===== config.mk =====
export PLATFORM = sky130hd
export DESIGN_NAME = sa_result_drain
export DESIGN_NICKNAME = d
export VERILOG_FILES = /design/src/rtl/sa_result_drain.sv
export SDC_FILE = /design/constraint.sdc
export NUM_CORES = 2
export LEC_CHECK = 0
export ABC_AREA = 1
export CAP_MARGIN = 20
export CORE_AREA = 8 8 399 401
export DETAILED_ROUTE_END_ITERATION = 12
export DIE_AREA = 0 0 407 409
export PLACE_DENSITY_LB_ADDON = 0.15
export SYNTH_ARGS = -nofsm -noshare
export SYNTH_HDL_FRONTEND = slang
export SYNTH_SLANG_ARGS = --single-unit
export TNS_END_PERCENT = 50

===== constraint.sdc =====
create_clock -name CLK -period 29.5 [get_ports CLK]
set_input_delay 8.85 -clock CLK [delete_from_list [all_inputs] [get_ports CLK]]
set_output_delay 8.85 -clock CLK [all_outputs]
set_load 0.01 [all_outputs]

===== src/rtl/sa_result_drain.sv =====
// Result-matrix drain for the systolic array: settle, snapshot all Y outputs, stream them on valid/ready.
// Optional macro SA_DRAIN_TRANSPOSE_EN selects column-major stream order (default row-major).
module sa_result_drain #(
  parameter int ROWS          = 8,
  parameter int COLS          = 8,
  parameter int DW            = 16,
  parameter int SETTLE_CYCLES = 22
) (
  input  logic                      CLK,
  input  logic                      RST_N,
  input  logic                      START,
  input  logic [ROWS*COLS*DW-1:0]   Y_FLAT,
  output logic [DW-1:0]             DOUT,
  output logic [$clog2(ROWS)-1:0]   DOUT_ROW,
  output logic [$clog2(COLS)-1:0]   DOUT_COL,
  output logic                      DOUT_VALID,
  input  logic                      DOUT_READY,
  output logic                      DOUT_LAST,
  output logic                      BUSY,
  output logic                      DONE
);

  localparam int NUM  = ROWS * COLS;
  localparam int RW   = $clog2(ROWS);
  localparam int CW   = $clog2(COLS);
  localparam int IW   = $clog2(NUM);
  localparam int CNTW = (SETTLE_CYCLES < 1) ? 1 : $clog2(SETTLE_CYCLES + 1);
  localparam logic [IW-1:0] LAST_IDX = IW'(NUM - 1);

  typedef enum logic [2:0] {
    IDLE    = 3'd0,
    SETTLE  = 3'd1,
    CAPTURE = 3'd2,
    STREAM  = 3'd3,
    DONE_ST = 3'd4
  } state_t;

  // Stream position k -> matrix coordinates; the buffer itself is always stored row-major.
  function automatic logic [RW-1:0] idx_row(input logic [IW-1:0] k);
`ifdef SA_DRAIN_TRANSPOSE_EN
    return RW'(int'(k) % ROWS);
`else
    return RW'(int'(k) / COLS);
`endif
  endfunction

  function automatic logic [CW-1:0] idx_col(input logic [IW-1:0] k);
`ifdef SA_DRAIN_TRANSPOSE_EN
    return CW'(int'(k) / ROWS);
`else
    return CW'(int'(k) % COLS);
`endif
  endfunction

  function automatic logic [IW-1:0] idx_addr(input logic [IW-1:0] k);
    return IW'(int'(idx_row(k)) * COLS + int'(idx_col(k)));
  endfunction

  state_t          state_q, state_d;
  logic [CNTW-1:0] cnt_q, cnt_d;
  logic [IW-1:0]   idx_q, idx_d;
  logic [DW-1:0]   dout_q, dout_d;
  logic [RW-1:0]   row_q, row_d;
  logic [CW-1:0]   col_q, col_d;
  logic            valid_q, valid_d;
  logic            last_q, last_d;
  logic            busy_q, busy_d;
  logic            done_q, done_d;
  logic            capture_s;
  logic [IW-1:0]   nxt_idx_s;
  logic [DW-1:0]   buf_q [NUM];

  // Next-state and next-output logic; all outputs are registered one state ahead.
  always_comb begin
    state_d   = state_q;
    cnt_d     = cnt_q;
    idx_d     = idx_q;
    dout_d    = dout_q;
    row_d     = row_q;
    col_d     = col_q;
    valid_d   = 1'b0;
    last_d    = 1'b0;
    busy_d    = 1'b1;
    done_d    = 1'b0;
    capture_s = 1'b0;
    nxt_idx_s = idx_q + IW'(1);
    case (state_q)
      IDLE: begin
        if (START) begin
          state_d = SETTLE;
          cnt_d   = CNTW'(SETTLE_CYCLES);
        end else begin
          busy_d  = 1'b0;
        end
      end
      SETTLE: begin
        if (cnt_q == {CNTW{1'b0}}) begin
          state_d = CAPTURE;
        end else begin
          cnt_d   = cnt_q - CNTW'(1);
        end
      end
      CAPTURE: begin
        // Element (0,0) leads in either order, so the first beat comes straight from the tile.
        capture_s = 1'b1;
        state_d   = STREAM;
        idx_d     = {IW{1'b0}};
        valid_d   = 1'b1;
        last_d    = (LAST_IDX == {IW{1'b0}});
        dout_d    = Y_FLAT[DW-1:0];
        row_d     = {RW{1'b0}};
        col_d     = {CW{1'b0}};
      end
      STREAM: begin
        if (DOUT_READY) begin
          if (idx_q == LAST_IDX) begin
            state_d = DONE_ST;
            done_d  = 1'b1;
            dout_d  = {DW{1'b0}};
            row_d   = {RW{1'b0}};
            col_d   = {CW{1'b0}};
          end else begin
            idx_d   = nxt_idx_s;
            valid_d = 1'b1;
            last_d  = (nxt_idx_s == LAST_IDX);
            dout_d  = buf_q[idx_addr(nxt_idx_s)];
            row_d   = idx_row(nxt_idx_s);
            col_d   = idx_col(nxt_idx_s);
          end
        end else begin
          valid_d = 1'b1;
          last_d  = last_q;
        end
      end
      DONE_ST: begin
        state_d = IDLE;
        busy_d  = 1'b0;
      end
      default: begin
        state_d = IDLE;
        busy_d  = 1'b0;
      end
    endcase
  end

  // Control and output registers with synchronous active-low reset.
  always_ff @(posedge CLK) begin
    if (!RST_N) begin
      state_q <= IDLE;
      cnt_q   <= {CNTW{1'b0}};
      idx_q   <= {IW{1'b0}};
      dout_q  <= {DW{1'b0}};
      row_q   <= {RW{1'b0}};
      col_q   <= {CW{1'b0}};
      valid_q <= 1'b0;
      last_q  <= 1'b0;
      busy_q  <= 1'b0;
      done_q  <= 1'b0;
    end else begin
      state_q <= state_d;
      cnt_q   <= cnt_d;
      idx_q   <= idx_d;
      dout_q  <= dout_d;
      row_q   <= row_d;
      col_q   <= col_d;
      valid_q <= valid_d;
      last_q  <= last_d;
      busy_q  <= busy_d;
      done_q  <= done_d;
    end
  end

  // Snapshot buffer; contents are meaningless outside a drain, so no reset.
  always_ff @(posedge CLK) begin
    if (capture_s) begin
      for (int k = 0; k < NUM; k++) begin
        buf_q[k] <= Y_FLAT[k*DW +: DW];
      end
    end
  end

  assign DOUT       = dout_q;
  assign DOUT_ROW   = row_q;
  assign DOUT_COL   = col_q;
  assign DOUT_VALID = valid_q;
  assign DOUT_LAST  = last_q;
  assign BUSY       = busy_q;
  assign DONE       = done_q;

endmodule

# Word level (Yosys, flattened, before mapping)
# Memories as Yosys holds them, arrays and structs flattened.
# Cells that the tools add are included.
[op_classes] addsub=3 n_eq_ne=11 n_mux=30 n_reduce_logical=11
[ops] cell="16-bit two-way mux" count=2
[ops] cell="16-bit one-hot mux with 2 select lines" count=1
[ops] cell="3-bit two-way mux" count=8
[ops] cell="6-bit equality test (second input constant)" count=2
[ops] cell="6-bit two-way mux" count=2
[ops] cell="2-bit inequality test (second input constant)" count=6
[ops] cell="3-bit one-hot mux with 2 select lines" count=2
[ops] cell="3-bit one-hot mux with 4 select lines" count=1
[ops] cell="6-bit one-hot mux with 2 select lines" count=1
[ops] cell="5-bit two-way mux" count=2
[ops] cell="5-bit one-hot mux with 2 select lines" count=1
[ops] cell="3-bit AND reduction" count=3
[ops] cell="1-bit two-way mux" count=8
[ops] cell="6-bit by 1-bit adder with 6-bit output (second input constant)" count=1
[ops] cell="6-bit by 3-bit adder with 6-bit output" count=1
[ops] cell="3-bit by 2-bit equality test with 1-bit output (second input constant)" count=2
[ops] cell="5-bit zero test" count=1
[ops] cell="5-bit by 1-bit subtractor with 5-bit output (second input constant)" count=1
[ops] cell="1-bit one-hot mux with 2 select lines" count=2
[ops] cell="2-bit AND reduction" count=2
[ops] cell="4-bit AND reduction" count=1
[ops] cell="2-bit nonzero test" count=2
[ops] cell="3-bit by 1-bit equality test with 1-bit output (second input constant)" count=1
[ops] cell="3-bit zero test" count=1
[ops] cell="3-bit OR reduction" count=1
[word_totals] reg_bits=40 ram_bits=1024 in_bits=1028 output_inout_bits=26 mem_count=1
[memory_table] name="buf_q" depth=64 word_bits=16 read_ports=1 rd_clocked_by_memory_dff=0 wr=64 line="71" rtl="logic [DW-1:0] buf_q [NUM];"

# Longest topological paths before layout
# An unclocked memory read counts as a cell.
[depth] word_depth=6 depth_mapped=18 depth_no_buf=12

# Worst setup path after synthesis
# Ideal clock, no wire load.
[synth_timing] path_kind="register to register" start="register state_q[2]" end="register busy_q, in the netlist BUSY" t_arrival_ns=13.879 slack_ns=15.501 stages_incl_launch_ff=5 n_path_buf=1 period_less_slack_ns=13.999 cell_sequence="dfxtp_1 -> nor3_2 -> buf_2 -> inv_1 -> a41oi_1"
[synth_between] elab_chain_cells=3
[synth_rtl] item="from (decl)" line="59" rtl="state_t state_q, state_d;"
[synth_rtl] item="from (signal assigned)" line="160" rtl="state_q <= state_d;"
[synth_rtl] item="3-bit by 2-bit equality test with 1-bit output / 3-bit by 1-bit equality test with 1-bit output (equally long branches)" line="87" rtl="case (state_q)"
[synth_rtl] item="3-bit OR reduction (no source line)"
[synth_rtl] item="1-bit one-hot mux with 2 select lines (*)" line="87"
[synth_rtl] item="to (signal assigned)" line="168" rtl="busy_q <= busy_d;"
[synth_rtl] item="to (decl)" line="67" rtl="logic busy_q, busy_d;"
# Every way passes the cells marked *; elsewhere a longest branch is shown, timed or not.
# A chain may end at the register's enable or synchronous reset.

# Worst setup path in the final report
[layout_timing] start="register col_q[1], in the netlist DOUT_COL[1]" end="output DOUT_COL[1]"
[layout_lines] item="from (decl)" line="64" rtl="logic [CW-1:0] col_q, col_d;"
[layout_lines] item="from (signal assigned)" line="154" rtl="col_q <= {CW{1'b0}};"
[layout_lines] item="from (signal assigned)" line="165" rtl="col_q <= col_d;"
[layout_lines] item="to (decl)" line="15" rtl="output logic [$clog2(COLS)-1:0] DOUT_COL,"
# No word-level cell between the ends.

==> flow_summary.json <==
{
  "tns_ps": 0,
  "maximum_clock_frequency_mhz": 91.3,
  "grt_max_degree": 191,
  "worst_hold_slack_ps": 477,
  "grt_pass1_wl_um": 257000,
  "vdd_ir_drop_max_v": 0.0000472,
  "syn_inst": 4085,
  "cts.reportedPaths.clkPinSlew_ps": 60,
  "pwr-share-comb_pct": 8.8,
  "vias_after_detailed_routing": 33200,
  "synth_warnings": 0,
  "post_dp_cell_area_mm2": 0.0568,
  "clk_root_buffer_cell": "sky130_fd_sc_hd__clkbuf_16",
  "clock_sink_count": 1064,
  "syn-cell-area_mm2": 0.0445,
  "post_cts_resized": 0,
  "fin_skew_ps": 35.7,
  "route.antenna.remaining_nets": 0,
  "setup_repair_after_global_routing_missed_its_margin": "no",
  "status": "complete, no violations",
  "post-place-ws_ps": 18900,
  "cts_max_level": 3,
  "intPower_mw": 2.75,
  "total_leakage_power_nw": 23.0,
  "synth.yosys.seq_area_share_pct": 70.9,
  "synth.avg_cell_area_um2": 10.9,
  "post_cts_buffers": 0,
  "power_switching_share_pct": 22.7,
  "final.period_utilization_pct": 37.1,
  "topRoutingLayerUsed": "met5",
  "stdcell_area_mm2": 0.0607,
  "sum_of_routed_wire_length_over_all_layers_um": 190000,
  "crit_required_ps": 20650,
  "setup_viol": 0,
  "critPathMaxFanout": 2,
  "drt_first_pass_iters": 5,
  "synth_unique_cells": 34,
  "timing.final.hold_violations": 0,
  "viasPerCell": 4.57,
  "die_height_um": 409,
  "num_rows": 144,
  "final_layout_size_suffix_gt1_share_pct": 4.32,
  "crit_buf_inv": 1,
  "power_density_mw_per_mm2": 58.7,
  "max_slew.worst_pin.slew_ps": 1240,
  "filler_cell_count": 15000,
  "initial_utilization_pct": 29.1,
  "grt_antenna_before_repair": 106,
  "p_sw_uw": 810,
  "design.core.area_mm2": 0.153,
  "crit_path_max_incr_delay_ps": 1020,
  "route.met2.wl_um": 97600,
  "timing.slew.headroom_pct": 17.5,
  "tritoncts": "done",
  "final_net_count": 6103,
  "grt-ovfl-total": 0,
  "grt_use_total_pct": 21.8,
  "gp_routability_congestion": 0.818,
  "seq_power_share_pct": 50.6,
  "first_global_vias": 33200,
  "design.die.area_mm2": 0.166,
  "insertion_delay_ps": 750,
  "cts.path.max_buffers": 3,
  "cp.arrival_ps": 2100,
  "timing.critical_path.to_type": "output port",
  "cp-start-kind": "flip-flop",
  "synth.ff_latch_count": 1064,
  "die_width_um": 407,
  "tritoncts.num_buffers": 121,
  "slack_of_the_critical_path_ps": 18550,
  "power.clock.fraction_pct": 40.6,
  "syn_to_final_growth_pct": 36.5,
  "ctsHoldBuffers": 0,
  "critical-path-top-delay-family": "buffers and inverters",
  "critical-path-slowest-cell": "sky130_fd_sc_hd__clkdlybuf4s50_1",
  "critical_path.cell_chain": "clkdlybuf4s50_1",
  "drv.max_cap_violation_count": 0,
  "placement.io_buffers": 1053,
  "met3RoutedLength_um": 15100,
  "drc": 0,
  "drv_slew": 0,
  "place_hpwl_um": 137000,
  "routedWlPerCell_um": 26.2,
  "synthesized_net_count": 5116,
  "setup.worst_path.class": "reg -> out",
  "hp-class": "reg -> reg",
  "m1WireLength_um": 73100,
  "ios": 1054,
  "post-route-min-period_ps": 10950,
  "detail_route.iter0.violations": 2949
}
[layout make-up]
| cell class | instances | area [um^2] | share of cell area [%] |
|---|---|---|---|
| Tap cell | 2044 | 2560 | 4.21 |
| Antenna cell | 63 | 158 | 0.260 |
| Clock buffer | 164 | 3310 | 5.46 |
| Clock inverter | 52 | 395 | 0.651 |
| Timing Repair Buffer | 1093 | 10900 | 18.0 |
| Sequential cell | 1064 | 31600 | 52.0 |
| Multi-Input combinational cell | 2409 | 10300 | 17.0 |
| Inverter | 383 | 1460 | 2.40 |
[sequential cells by signal, summed over array words and instances, names as in the netlist]
signal / count
buf_q: 1024
DOUT: 16
idx_q: 6
cnt_q: 5
DOUT_COL: 3
DOUT_ROW: 3
state_q: 3
BUSY: 1
DONE: 1
DOUT_LAST: 1
DOUT_VALID: 1
[worst paths after layout]
| path | slack [ps] | startpoint | cells past startpoint | to |
|---|---|---|---|---|
| worst min-delay path | 480 | cnt_q[0] | 2 | cnt_q[0] |
| worst max register to register | 23600 | idx_q[0] | 14 | DOUT[3] |
| worst max-delay path | 18550 | DOUT_COL[1] | 1 | DOUT_COL[1] |
| worst min register to register | 480 | cnt_q[0] | 2 | cnt_q[0] |
[stage by stage]
stage               cells  total power, mW  util, %
global route         7240             3.69     39.6
detailed placement   6993             2.15     37.2
CTS                  7209             3.60     39.6
global placement     6992             2.15     37.1
floorplan            4085             2.01        -
finish               7272             3.56     39.7
[cell families after synthesis]
group / synth area share (%)
simple gates: 20.8
fa+ha+maj: 0.0844
buf+inv: 5.96
compound gates: 2.00
flops: 70.9
xor+xnor: 0.169
[cells in the mapped netlist]
cell type | instances | area (um^2)
sky130_fd_sc_hd__o311ai_0 | 1 | 8.76
sky130_fd_sc_hd__nor2_1 | 183 | 687
sky130_fd_sc_hd__inv_1 | 378 | 1420
sky130_fd_sc_hd__xor2_2 | 3 | 48.8
sky130_fd_sc_hd__buf_4 | 31 | 233
sky130_fd_sc_hd__inv_2 | 4 | 15.0
sky130_fd_sc_hd__nand3_1 | 650 | 3250
sky130_fd_sc_hd__clkinv_1 | 1 | 3.75
sky130_fd_sc_hd__nand2_1 | 1397 | 5240
sky130_fd_sc_hd__nand2_2 | 1 | 6.26
sky130_fd_sc_hd__buf_2 | 154 | 771
sky130_fd_sc_hd__o211ai_1 | 10 | 75.1
sky130_fd_sc_hd__edfxtp_1 | 1024 | 30700
sky130_fd_sc_hd__a22oi_1 | 2 | 15.0
sky130_fd_sc_hd__a41oi_1 | 1 | 8.76
sky130_fd_sc_hd__o21ai_0 | 92 | 460
sky130_fd_sc_hd__clkbuf_1 | 36 | 135
sky130_fd_sc_hd__a31o_2 | 1 | 8.76
sky130_fd_sc_hd__nor3_2 | 3 | 30.0
sky130_fd_sc_hd__a31oi_1 | 1 | 6.26
sky130_fd_sc_hd__nand3_2 | 1 | 10.0
sky130_fd_sc_hd__dfxtp_1 | 40 | 801
sky130_fd_sc_hd__buf_6 | 6 | 67.6
sky130_fd_sc_hd__nor4_1 | 2 | 12.5
sky130_fd_sc_hd__xor2_1 | 2 | 17.5
sky130_fd_sc_hd__a311oi_1 | 1 | 8.76
sky130_fd_sc_hd__nand4_1 | 3 | 18.8
sky130_fd_sc_hd__a22o_1 | 14 | 123
sky130_fd_sc_hd__ha_1 | 3 | 37.5
sky130_fd_sc_hd__xnor2_1 | 1 | 8.76
sky130_fd_sc_hd__nor3_1 | 2 | 10.0
sky130_fd_sc_hd__o22ai_1 | 1 | 6.26
sky130_fd_sc_hd__a21oi_1 | 34 | 170
sky130_fd_sc_hd__buf_1 | 2 | 7.51
[power by group through the flow]
stage	sequential [mW]	combinational, mW	clock (mW)
CTS	1.80	0.318	1.48
floorplan	1.90	0.112	0
global placement	1.83	0.314	0
detailed placement	1.84	0.316	0
global route	1.81	0.341	1.53
finish	1.80	0.314	1.44
[metal layers]
metal  GRT usage (%)  up-vias
li1                -    15700
met1            25.1    16000
met2            38.8     1148
met3            6.82      274
met4            5.70       72
met5               0        -
[placed cells by master, fill, tap and decap left out, drive strengths merged, types with 2 or more instances in the layout]
cell	netlist	layout
nand2	1398	1398
clkdlybuf4s50	0	1053
edfxtp	1024	1024
nand3	651	651
inv	382	387
nor2	183	183
clkbuf	36	164
o21ai	92	92
diode	0	63
clkinv	1	41
dfxtp	40	40
buf	193	40
a21oi	34	34
a22o	14	14
o211ai	10	10
xor2	5	5
nor3	5	5
bufinv	0	4
nand4	3	3
clkinvlp	0	3
ha	3	3
a22oi	2	2
nor4	2	2
Power figures use the tool's default switching activity.
